## src/rtl/alu_req_driver.sv

```systemverilog
// Request driver for a fixed-latency ALU: accepts one request, holds operands on the
// ALU, captures its result after ALU_LATENCY+1 edges, checks it and hands it downstream.
module alu_req_driver #(
  parameter int unsigned ALU_LATENCY = 1
) (
  input  logic       clk,
  input  logic       reset,
  input  logic       req_valid,
  output logic       req_ready,
  input  logic [1:0] req_opcode,
  input  logic [3:0] req_a,
  input  logic [3:0] req_b,
  output logic [1:0] alu_opcode,
  output logic [3:0] alu_a,
  output logic [3:0] alu_b,
  input  logic [4:0] alu_c,
  output logic       rsp_valid,
  input  logic       rsp_ready,
  output logic [4:0] rsp_result,
  output logic [1:0] rsp_opcode,
  output logic       rsp_mismatch,
  output logic [7:0] mismatch_count,
  output logic [7:0] op_count
);

  typedef enum logic [1:0] {
    IDLE = 2'd0,
    WAIT = 2'd1,
    RESP = 2'd2
  } state_t;

  state_t     r_state;
  state_t     w_next;
  logic [2:0] r_cnt;
  logic       w_accept;
  logic       w_capture;
  logic       w_done;
  logic       w_mismatch;
  logic [4:0] w_exp;

  assign req_ready = (r_state == IDLE);
  assign w_accept  = (r_state == IDLE) && req_valid;
  assign w_capture = (r_state == WAIT) && (r_cnt == 3'd0);
  assign w_done    = (r_state == RESP) && rsp_valid && rsp_ready;
  // Case inequality so an X/Z result from the ALU is flagged rather than masked
  assign w_mismatch = (alu_c !== w_exp);

  always_comb begin
    w_exp = '0;
    unique case (alu_opcode)
      2'b00: w_exp = {alu_a[3], alu_a} + {alu_b[3], alu_b};
      2'b01: w_exp = {alu_a[3], alu_a} - {alu_b[3], alu_b};
      2'b10: w_exp = ~{alu_a[3], alu_a};
      2'b11: w_exp = {4'b0000, |alu_b};
    endcase
  end

  always_comb begin
    w_next = r_state;
    case (r_state)
      IDLE:    if (req_valid) w_next = WAIT;
      WAIT:    if (r_cnt == 3'd0) w_next = RESP;
      RESP:    if (rsp_valid && rsp_ready) w_next = IDLE;
      default: w_next = IDLE;
    endcase
  end

  always_ff @(posedge clk) begin
    if (reset) r_state <= IDLE;
    else       r_state <= w_next;
  end

  always_ff @(posedge clk) begin
    if (reset) begin
      r_cnt          <= '0;
      alu_opcode     <= '0;
      alu_a          <= '0;
      alu_b          <= '0;
      rsp_valid      <= 1'b0;
      rsp_result     <= '0;
      rsp_opcode     <= '0;
      rsp_mismatch   <= 1'b0;
      mismatch_count <= '0;
      op_count       <= '0;
    end else begin
      if (w_accept) begin
        alu_opcode <= req_opcode;
        alu_a      <= req_a;
        alu_b      <= req_b;
        r_cnt      <= 3'(ALU_LATENCY);
      end else if ((r_state == WAIT) && (r_cnt != 3'd0)) begin
        r_cnt <= r_cnt - 3'd1;
      end
      if (w_capture) begin
        rsp_valid    <= 1'b1;
        rsp_result   <= alu_c;
        rsp_opcode   <= alu_opcode;
        rsp_mismatch <= w_mismatch;
        if (w_mismatch && (mismatch_count != 8'hFF))
          mismatch_count <= mismatch_count + 8'd1;
      end
      if (w_done) begin
        rsp_valid <= 1'b0;
        op_count  <= op_count + 8'd1;
      end
    end
  end

endmodule
```

## config.mk

```make
export PLATFORM = sky130hd
export DESIGN_NAME = alu_req_driver
export DESIGN_NICKNAME = d
export VERILOG_FILES = /design/src/rtl/alu_req_driver.sv
export SDC_FILE = /design/constraint.sdc
export NUM_CORES = 1
export LEC_CHECK = 0
export BUFFER_PORTS_ARGS = -buffer_cell sky130_fd_sc_hd__buf_2
export CAP_MARGIN = 20
export CORE_MARGIN = 4
export CORE_UTILIZATION = 47
export DETAILED_ROUTE_END_ITERATION = 8
export GPL_ROUTABILITY_DRIVEN = 0
export PLACE_DENSITY = 0.75
export SYNTH_ARGS = -nofsm -noshare
export SYNTH_HDL_FRONTEND = slang
export SYNTH_SLANG_ARGS = --single-unit
```

## constraint.sdc

```tcl
create_clock -name clk -period 2.99 [get_ports clk]
set_clock_uncertainty 0.1 [all_clocks]
set_input_delay 0.299 -clock clk [delete_from_list [all_inputs] [get_ports clk]]
set_output_delay 0.299 -clock clk [all_outputs]
set_load 0.005 [all_outputs]
```

[Word level (Yosys, flattened, before mapping)]
Index checks and enable logic that the tools add are counted.
Operators by class
  $add $sub $neg: 5
  equal/unequal tests: 10
  muxes and demuxes: 7
  bitwise operators: 1
  reductions and logical operators: 17
Operators with widths (number)
  5-bit one-hot mux with 4 select lines: 1
  8-bit by 1-bit adder with 8-bit output (second input constant): 2
  8-bit inequality test (second input constant): 1
  1-bit logical AND: 7
  2-bit equality test (second input constant): 3
  2-bit two-way mux: 3
  2-bit one-hot mux with 3 select lines: 1
  4-bit by 4-bit adder with 5-bit output: 1
  5-bit case inequality test: 1
  5-bit inverter: 1
  4-bit by 4-bit subtractor with 5-bit output: 1
  2-bit by 1-bit equality test with 1-bit output (second input constant): 2
  2-bit logical NOT: 2
  2-bit inequality test (second input constant): 2
  2-bit OR reduction: 2
  4-bit OR reduction: 1
  3-bit logical NOT: 1
  3-bit AND reduction: 1
  3-bit nonzero test: 1
  3-bit by 1-bit subtractor with 3-bit output (second input constant): 1
  1-bit two-way mux: 2
  2-bit by 1-bit inequality test with 1-bit output (second input constant): 1
  2-bit AND reduction: 1
  2-bit nonzero test: 1
Storage, ports and cells
  flip-flop bits (word level): 40
  bits of input ports: 19
  output and inout port bits: 36
  logic and storage cells: 52

[Depth between registers and ports, before layout]
  depth after elaboration: 5
  gate-level depth with buffers: 13
  gate-level depth less buffers: 12

[Least setup slack after synthesis]
OpenSTA, ideal clock, no wires.
  path type: register to register
  start: register alu_opcode[0]
  end: register mismatch_count[7]
  setup time: 70 ps
  arrival: 2945 ps
  required time: 2820 ps
  path slack: -125 ps
  stages on the path, launching flop included: 13
  period minus slack after synthesis: 3115 ps
  cells stage by stage: dfxtp_1 > buf_2 > nand2b_1 > o31ai_1 > xor2_1 > ha_1 > a21oi_1 > a2111oi_1 > a221o_1 > o31a_1 > o211a_4 > or4_1 > a21oi_1
On the way
  cells in the longest elaborated chain, start to end: 5
  elaborated cells between the ends (all ways): 8
  those cells by class: eq/ne (4); mux (1); reduce/logical (3)
RTL lines
  from (decl): RTL line 13  | output logic [1:0] alu_opcode,
  from (signal assigned): RTL line 87  | alu_opcode <= req_opcode;
  2-bit equality test (tied with other cells): RTL line 50  | unique case (alu_opcode)
  5-bit one-hot mux with 4 select lines *: RTL line 50
  5-bit case inequality test *: RTL line 46  | assign w_mismatch = (alu_c !== w_exp);
  1-bit logical AND *: RTL line 99  | if (w_mismatch && (mismatch_count != 8'hFF))
  2-bit AND reduction (no line) *
  to (signal assigned): RTL line 100  | mismatch_count <= mismatch_count + 8'd1;
  to (decl): RTL line 22  | output logic [7:0] mismatch_count,
Mark *: on every way between the ends. The rest lies on a longest branch, timed or not.
A chain may end at the register's enable or synchronous reset.

[Final worst setup path]
  start: register alu_b[1]
  end: register mismatch_count[2]
On the way
  cells in the longest elaborated chain, start to end: 5
  elaborated cells between the ends (all ways): 7
  those cells by class: add/sub (2); eq/ne (1); mux (1); reduce/logical (3)
RTL lines
  from (decl): RTL line 15  | output logic [3:0] alu_b,
  from (signal assigned): RTL line 89  | alu_b <= req_b;
  4-bit by 4-bit subtractor with 5-bit output (tied with other cells): RTL line 52  | 2'b01: w_exp = {alu_a[3], alu_a} - {alu_b[3], alu_b};
  5-bit one-hot mux with 4 select lines *: RTL line 50
  5-bit case inequality test *: RTL line 46
  1-bit logical AND *: RTL line 99
  2-bit AND reduction (no line) *
Marked as above.

==> results.py <==
metrics = {
    "timing": {
        "fin_crit_ns": 3.075,
        "grt_setup_unrepaired": "yes",
        "setup_viol_count_final": 6,
        "slew_headroom_pct": 49.32,
        "tightest_slew_ns": 0.7601,
        "fmax_mhz": 325.2,
        "hold_viol": 0,
        "layout_setup_ws_ns": -0.08481,
        "fin_crit_sh_pct": 102.8,
        "slew_violations": 0,
    },
    "grt": {
        "top_usage_layer": "met2",
        "grt_max_degree": 41,
        "use_met2_pct": 37.91,
        "grt_pass1_vias": 2098,
        "grtUsageMet1_pct": 25.12,
        "grt_pass1_wl_mm": 9.232,
        "grtUsageMet3_pct": 5.207,
        "grt.overflow.total": 0,
        "antenna_found_initial": 0,
        "grt_util_all_layers_pct": 21.42,
    },
    "floorplan": {
        "design.die.area_sq_um": 5633,
        "start_util_pct": 48.53,
        "die_w_um": 75.06,
        "io_pins": 55,
        "die_y_um": 75.06,
        "core.rowCount": 24,
        "core_sq_um": 4354,
    },
    "detailed_routing": {
        "post_drt_wl_per_cell_um": 15.01,
        "drt-initial-drc-count": 138,
        "route.detailed.drc": 0,
        "dr.pass1.iters": 4,
        "num_vias": 2168,
        "vias_per_cell": 5.545,
        "ant_nets": 0,
        "wl_mm": 5.869,
    },
    "worst_setup_path": {
        "cp.required_ns": 3.11,
        "critical_path_arrival_ns": 3.19,
        "worstSetupPathType": "reg2reg",
        "crit_end": "mismatch_count[2]",
        "slowest_delay_ns": 0.48,
        "startpoint": "alu_b[1]",
        "cp_slowest_cell": "or4_4",
        "reg2reg_depth": 10,
        "critical-path-top-delay-family": "compound AO/OA/AOI/OAI gates",
        "endpoint_kind": "flop",
        "reg2reg_from": "alu_b[1]",
        "worstPathCellList": "o31ai_4 -> xor2_1 -> ha_1 -> a21oi_2 -> a2111oi_1 -> a221o_1 -> o31a_1 -> o211a_4 -> or4_4 -> a21oi_2",
        "path_max_fanout": 5,
        "cp_common_cell": "a21oi_2",
        "critPathBufInv": 0,
        "start_kind": "flop",
        "cp_num_cells": 10,
        "rrSetupSlack_ns": -0.08,
        "timing.rr.end": "mismatch_count[2]",
    },
    "final_layout": {
        "nNetsFinal": 367,
        "postLayoutCellArea_sq_um": 2855,
        "layout-drive-gt1-share_pct": 34.81,
        "fillers": 358,
        "regArea_sq_um": 807.0,
        "fin_cells": 391,
        "syn_to_final_growth_pct": 35.11,
        "diodes": 0,
        "multi_input_area_sq_um": 1339,
    },
    "clock_tree": {
        "clock_path_buffers": 2,
        "cts_max_level": 2,
        "clk_pin_slew_ns": 0.08,
        "clkSinkCount": 40,
        "worstSkewPairLatency_ns": 0.29,
        "cts_tree": "done",
        "cts-root-buf": "clkbuf_8",
        "cts_inserted_buffers": 5,
    },
    "pwr": {
        "p_per_area_nw_per_um2": 545.9,
        "finalPower_uw": 1559,
        "p_leak_uw": 0.001219,
        "vdd_drop_max_uv": 392.5,
    },
    "yosys": {
        "synth_fp_nets": 289,
        "syn_avg_cell_area_sq_um": 8.128,
        "ys_warn_count": 0,
        "synthXorXnorAreaFrac_pct": 7.046,
        "synth_seq_cells": 40,
        "synth_compound_area_share_pct": 15.63,
        "ys_types": 45,
        "synth_seq_area_share_pct": 37.89,
        "post_synth_instance_area_sq_um": 2113,
        "synthMuxAreaShare_pct": 2.842,
        "synthFlopType": "dfxtp_1",
        "synthAdderAreaFrac_pct": 6.276,
        "synth_edf_count": 0,
        "synthCells": 260,
        "synth_top_family_by_area": "simple AND/OR/NAND/NOR gates",
        "yosys.area_share.simple_pct": 26.11,
        "asyncSetResetFlopFracSynth_pct": 0,
    },
    "flow_run": {
        "drv_cap": 0,
    },
    "place": {
        "dp.cells": 373,
        "placed_cell_area_sq_um": 2562,
        "portBuffers": 54,
        "hpwl_mm": 3.814,
    },
    "hold_path": {
        "min_path_type": "in2reg",
        "worstHoldStart": "req_b[0]",
    },
    "outcome": {
        "violations": "negative setup slack",
        "status": "complete, but fails checks",
    },
}
==> stage by stage <==
| stage | setup slack, ns | util, % | setup TNS (ns) | hold slack [ns] |
|---|---|---|---|---|
| finish | -0.08481 | 65.57 | -0.3175 | 0.1311 |
| global route | -0.1918 | 65.57 | -1.016 | 0.1228 |
| CTS | -0.05678 | 64.68 | -0.1326 | 0.1264 |
| detailed placement | -0.1101 | 58.85 | -0.4730 | 0.3482 |
| global placement | -0.04249 | 58.85 | -0.1520 | 0.3402 |
| floorplan | -0.01135 | - | -0.02268 | 0.2887 |
==> final cells by class <==
type,count,share of cell area (%)
clock inverters,1,1.052
clock buffers,7,3.374
inverters,8,1.052
flip-flops and latches,40,28.26
well taps,52,2.279
repair buffers,83,17.09
multi-input cells,200,46.89
==> where the power goes <==
part	switching [uW]	total, uW	internal [uW]
Clock	190	484	295
Combinational	254	490	236
Sequential	23.5	584	561
Total	467	1560	1090
==> cell families (layout without fill, tap and decap cells) <==
logic type	after synthesis	after routing
AND/OR/NAND/NOR	113	113
AO/OA/AOI/OAI	53	54
flip-flops	40	40
buffers and inverters	21	99
XOR/XNOR	17	17
adder cells (fa/ha/maj)	10	10
multiplexers	6	6
==> worst min-delay path, stage by stage <==
cell and delay (ns):
buf_2 0.10, nand2_1 0.05, a21oi_1 0.05
==> cell usage after synthesis (7+ instances only) <==
library cell,n,area (sq um)
nor2_1,21,78.83
clkbuf_1,9,33.78
a21oi_1,30,150.1
nand2_1,45,168.9
nand3_1,7,35.03
inv_1,8,30.03
xnor2_1,8,70.07
ha_1,9,112.6
xor2_1,9,78.83
dfxtp_1,40,800.8
==> layer usage <==
layer	wire length (um)	up-vias
met5	0	-
met4	124	0
met3	322	15
met2	2940	60
met1	2482	1032
li1	-	1061
==> registers in the layout, indices dropped and copies added (netlist names) <==
name,cells
r_state,2
rsp_opcode,2
alu_opcode,2
r_cnt,3
rsp_result,5
rsp_valid,1
op_count,8
rsp_mismatch,1
alu_b,4
alu_a,4
mismatch_count,8
==> worst min-delay path by stage <==
stage               endpoint  slack, ns  depth (start not counted)
3_5_place_dp   rsp_opcode[1]       0.35                          2
5_1_grt             alu_b[1]       0.12                          3
2_1_floorplan       r_cnt[1]       0.29                          1
4_1_cts             alu_b[1]       0.13                          3
6_report            alu_b[0]       0.13                          3
3_3_place_gp   rsp_result[1]       0.34                          2
==> placed cells by master, fill, tap and decap left out, types with 7 or more instances in the layout <==
master	netlist	layout
xor2_1	9	9
xnor2_1	8	8
clkbuf_8	0	7
buf_4	0	29
dfxtp_1	40	37
nand2_1	45	45
nor2_1	21	21
a21oi_1	30	26
buf_2	2	54
ha_1	9	8
==> what timing repair did <==
| item | in CTS | in global routing |
|---|---|---|
| pin swaps | 21 | 8 |
| cloned | 1 | 0 |
| hold buffers | 0 | 0 |
| resized for setup | 13 | 8 |
| setup buffers | 8 | 1 |
| endpoints found under the setup margin | 7 | 8 |
| endpoints found under the hold margin | 0 | 0 |
Note: power is estimated with default switching activity, not from simulation.
